**config.mk**
```make
export PLATFORM = sky130hd
export DESIGN_NAME = timer_irq_ctrl
export DESIGN_NICKNAME = d
export VERILOG_FILES = /design/src/rtl/timer_irq_ctrl.sv
export SDC_FILE = /design/constraint.sdc
export NUM_CORES = 1
export LEC_CHECK = 0
export CORE_MARGIN = 8
export CORE_UTILIZATION = 42
export CTS_CLUSTER_DIAMETER = 30
export CTS_CLUSTER_SIZE = 8
export DETAILED_ROUTE_END_ITERATION = 10
export GPL_TIMING_DRIVEN = 0
export PLACE_DENSITY = 0.81
export SLEW_MARGIN = 20
export SYNTH_ARGS = -nofsm -noshare
export SYNTH_HDL_FRONTEND = slang
export SYNTH_SLANG_ARGS = --single-unit
export TNS_END_PERCENT = 100
```
**constraint.sdc**
```tcl
create_clock -name clk -period 2.1 [get_ports clk]
set_input_delay 0.42 -clock clk [delete_from_list [all_inputs] [get_ports clk]]
set_output_delay 0.42 -clock clk [all_outputs]
set_load 0.02 [all_outputs]
```
**src/rtl/timer_irq_ctrl.sv**
```systemverilog
// Timer/peripheral interrupt controller: pending, mask, edge/level mode,
// fixed-priority arbitration and an ACK/EOI handshake toward the CPU.
module timer_irq_ctrl #(
  parameter int NUM_SRC = 6,
  parameter int ID_W    = 4
) (
  input  logic               clk,
  input  logic               rst,
  input  logic [1:0]         Addr,
  input  logic               Write_Enabled,
  input  logic [31:0]        Data_In,
  output logic [31:0]        Data_Out,
  input  logic [NUM_SRC-1:0] src_irq,
  input  logic               INT_ACK,
  output logic               INT_REQ,
  output logic [ID_W-1:0]    int_id
);

  localparam int N = NUM_SRC;

  typedef enum logic [1:0] {
    IDLE    = 2'd0,
    REQ     = 2'd1,
    SERVICE = 2'd2
  } state_t;

  state_t          state;
  logic [N-1:0]    mask;
  logic [N-1:0]    edge_mode;
  logic [N-1:0]    pend;
  logic [N-1:0]    src_prev;
  logic [N-1:0]    active;
  logic [N-1:0]    rise;
  logic [N-1:0]    w1c;
  logic [N-1:0]    ack_clr;
  logic [N-1:0]    pend_nx;
  logic [ID_W-1:0] sel_id;
  logic [ID_W-1:0] isr_id;
  logic [ID_W-1:0] winner;
  logic            wr_mask;
  logic            wr_pend;
  logic            wr_edge;
  logic            eoi;
  logic            take_ack;
  logic            any_active;
  logic            unused_din;

  assign unused_din = ^Data_In[31:N];

  assign wr_mask    = Write_Enabled && (Addr == 2'b00);
  assign wr_pend    = Write_Enabled && (Addr == 2'b01);
  assign wr_edge    = Write_Enabled && (Addr == 2'b10);
  assign eoi        = Write_Enabled && (Addr == 2'b11);

  assign active     = pend & mask;
  assign any_active = |active;
  assign rise       = src_irq & ~src_prev;
  assign w1c        = wr_pend ? Data_In[N-1:0] : '0;
  assign take_ack   = (state == REQ) && INT_ACK && any_active;

  // Scan downward so the lowest set index wins.
  always_comb begin
    winner = '0;
    for (int i = N - 1; i >= 0; i--) begin
      if (active[i]) winner = ID_W'(i);
    end
  end

  always_comb begin
    ack_clr = '0;
    for (int i = 0; i < N; i++) begin
      ack_clr[i] = take_ack && (sel_id == ID_W'(i));
    end
  end

  // Level bits mirror the line; edge bits latch, and a new edge beats any clear.
  assign pend_nx = (~edge_mode & src_irq)
                 | (edge_mode & (rise | (pend & ~w1c & ~ack_clr)));

  always_ff @(posedge clk or negedge rst) begin
    if (!rst) begin
      mask      <= '0;
      edge_mode <= '0;
      pend      <= '0;
      src_prev  <= '0;
      state     <= IDLE;
      sel_id    <= '0;
      isr_id    <= '0;
    end else begin
      src_prev <= src_irq;
      pend     <= pend_nx;
      if (wr_mask) mask <= Data_In[N-1:0];
      if (wr_edge) edge_mode <= Data_In[N-1:0];
      case (state)
        IDLE: begin
          if (any_active) begin
            state  <= REQ;
            sel_id <= winner;
          end
        end
        REQ: begin
          if (!any_active) begin
            state <= IDLE;
          end else begin
            sel_id <= winner;
            if (INT_ACK) begin
              state  <= SERVICE;
              isr_id <= sel_id;
            end
          end
        end
        SERVICE: begin
          if (eoi) state <= IDLE;
        end
        default: state <= IDLE;
      endcase
    end
  end

  assign INT_REQ = (state == REQ);
  assign int_id  = (state == SERVICE) ? isr_id : sel_id;

  always_comb begin
    Data_Out = '0;
    case (Addr)
      2'b00: Data_Out = 32'(mask);
      2'b01: Data_Out = 32'(pend);
      2'b10: Data_Out = 32'(edge_mode);
      default: begin
        Data_Out[31]       = (state == SERVICE);
        Data_Out[ID_W-1:0] = isr_id;
      end
    endcase
  end

endmodule

```
==> results of run 1 <==
## metrics by stage
step           cell area [µm²]  instances  utilization  hold WS [ns]
6_report                  2330        273        0.573         0.183
5_1_grt                   2330        273        0.573         0.239
4_1_cts                   2340        273        0.576         0.198
3_5_place_dp              2220        262        0.547         0.492
3_3_place_gp              2220        262        0.548         0.462
2_1_floorplan             1880        184            -         0.124
## how the worst max path moves through the flow
stage / slack [ns] / end / cells past startpoint / from
2_1_floorplan: 0.45 / Data_Out[0] / 2 / Addr[0]
3_3_place_gp: -0.65 / Data_Out[1] / 4 / Addr[0]
6_report: 0.08 / Data_Out[1] / 4 / Addr[0]
3_5_place_dp: -0.64 / Data_Out[1] / 4 / Addr[0]
5_1_grt: 0.03 / int_id[1] / 4 / state[1]
4_1_cts: 0.02 / Data_Out[4] / 7 / Addr[0]
## flip-flops by register name, indices dropped and copies added, names as in the netlist
signal / flops
pend: 6
edge_mode: 6
mask: 6
src_prev: 6
sel_id: 3
isr_id: 3
state: 2
## final cells by class
type	instances	area, µm²
Buffer	32	243
Clock buffer	6	72.6
Clock inverter	1	5.00
Fill cell	358	1730
Inverter	2	7.51
Multi-Input combinational cell	118	846
Sequential cell	32	801
Tap cell	50	62.6
Timing Repair Buffer	32	289
## critical path: stages
cell and delay, ns:
dlygate4sd2_1 0.25, buf_6 0.15, mux4_2 0.51, clkdlybuf4s15_2 0.27
## cell families (layout without fill, tap and decap cells)
group,count (synthesis),after routing,share of synthesized area
compound gates,28,28,0.131
mux,24,24,0.168
buf+inv,34,73,0.133
other cells,1,26,0.00210
flops,32,32,0.448
simple gates,40,40,0.118
## cell usage after synthesis, drive strengths merged (2+ instances only)
| master | count |
|---|---|
| inv | 2 |
| nand3 | 2 |
| mux2i | 3 |
| a22o | 4 |
| mux2 | 18 |
| a21oi | 7 |
| nand3b | 3 |
| mux4 | 3 |
| a311oi | 2 |
| o21ai | 4 |
| a221oi | 2 |
| a22oi | 3 |
| nor2 | 5 |
| dfrtp | 32 |
| nand2 | 20 |
| buf | 31 |
| or2 | 2 |
| a21o | 2 |
## metal layers
layer | routed length, µm | GRT usage
met1 | 1660 | 0.150
met3 | 253 | 0.0497
met4 | 65 | 0.0643
met2 | 1930 | 0.203
met5 | 0 | 0
## timing repair
item	in CTS	in global routing
endpoints found under the setup margin	10	3
hold endpoints to repair	0	0
buffers inserted	4	0
gates resized for setup	26	9
## power groups by stage
stage                     clock network [mW]  registers, mW  logic [mW]
final                                  0.443          0.887       0.960
after global routing                   0.484          0.910        1.04
after CTS                              0.449          0.887       0.968
after detailed placement                   0          0.897       0.996
after global placement                     0          0.890       0.976
after floorplan                            0          0.862       0.703
==> metrics.md, run 1 <==
| Metric | Value |
|---|---|
| Status | `finished clean` |
| Distinct cells, synth | `38` |
| Die ar. | `0.00660 mm²` |
| PortBufs | `28` |
| Worst Path Required | `1.68 ns` |
| Num Clock Sinks | `32` |
| CORE AREA | `0.00406 mm²` |
| DRC violations left | `0` |
| Final WS setup | `0.0773 ns` |
| Vias/cell | `4.76` |
| Die Ht | `81.2 µm` |
| Final net count | `267` |
| CP Class | `in2out` |
| Max Fclk | `0.494 GHz` |
| Share of power burned in the clock network | `0.193` |
| Number of synthesized flops with an enable pin | `0` |
| Max-cap violation count | `0` |
| Max Slew Vio Count | `0` |
| Pin count of the biggest net entering global routing | `33` |
| Crit Path Max Fanout | `5` |
| Area contributors post-synth | `dfrtp_1, buf_4, mux2_2` |
| FFs w/ async S/R, synth | `1.00` |
| Clk_lat worst skew | `0.29 ns` |
| RR Startpoint | `state[1]` |
| Routed Antenna Nets | `0` |
| Cell Rows | `23` |
| CTS max path bufs | `2` |
| TNS Setup | `0 ns` |
| CP startpoint kind | `input port` |
| Maximum VDD drop | `0.000453 V` |
| Pwr Density | `985 mW/mm²` |
| CTS buffer count | `5` |
| RSZ-0062 raised after global routing | `false` |
| Worst reg2reg path depth | `5` |
| R2R Setup Slk | `0.47 ns` |
| RR Endpoint | `pend[5]` |
| Cell accounting for the most synthesized area | `dfrtp_1` |
| Comb pwr share | `0.419` |
| Vias | `1299` |
| Total power | `2.29 mW` |
| DP HPWL | `2.97 mm` |
| Tmin final | `2.02 ns` |
| Worst slew pin tran | `0.716 ns` |
| Clk_skew | `0.00691 ns` |
| GRT overflow | `0` |
| Register area share after synthesis | `0.448` |
| Most frequent cells in the layout | `dfrtp_1, buf_4, conb_1` |
| Worst Hold Class | `in2async` |
| Initial Util | `0.441` |
| Seq pwr share | `0.387` |
| Fin. Hold Viols | `0` |
| H-tree Lvls | `2` |
| Cts hold-fix bufs | `0` |
| Switch share | `0.366` |
| WP data arrival | `1.60 ns` |
| Worst rel slew slack | `0.522` |
| Commonest non-fill, non-tap cell in the layout | `dfrtp_1` |
| Main synth FF type | `dfrtp_1` |
| TritonRoute pass-1 iters | `4` |
| Fin crit share | `0.963` |
| I/O pin cnt | `81` |
| Final WL | `3.91 mm` |
| Cells after Synth | `159` |
| Crit end category | `output port` |
| Share of layout cells above drive strength 1 | `0.350` |
| Final setup viols | `0` |
| Synth warn | `0` |
| Net switching power | `0.838 mW` |
| CTS tree | `built` |
| Global-route wire length before repair | `6.34 mm` |
| Diode count | `0` |
| Initial antenna violation count | `0` |
| Detailed-route wire length per cell | `14.3 µm` |
| Area share of the largest cell type after synthesis | `0.448` |
| Leakage | `1.11 nW` |
| Clk pin slew, worst setup/hold paths | `0.07 ns` |
| Avg Inst Size Synth | `11.2 µm²` |
| GRT Util Overall | `0.129` |
| Clock tree root buffer cell | `clkbuf_8` |
| Yosys reg bits | `32` |
| Vias in the first global route | `1310` |
| Area Growth Syn to Fin | `30.1%` |
| Drt initial violations | `110` |
| Setup Slack @ Placement | `-0.642 ns` |
| Int Power | `1.45 mW` |
| Syn Std Cell Area | `0.00179 mm²` |
| Die W | `81.2 µm` |
| Global placement routability congestion | `0.851` |
Power figures use the tool's default switching activity.
==> inputs of run 2 (changes only) <==
Settings changed: CAP_MARGIN from default to 30, CTS_CLUSTER_SIZE 8 to 16, SKIP_LAST_GASP from default to 1.
==> results of run 2 <==
The final DEF is identical to that of run 1; final timing and power are the same.
==> inputs of run 3 (changes only) <==
Settings changed: CAP_MARGIN 30 to default.
==> results of run 3 <==
The final DEF is identical to that of run 1; final timing and power are the same.
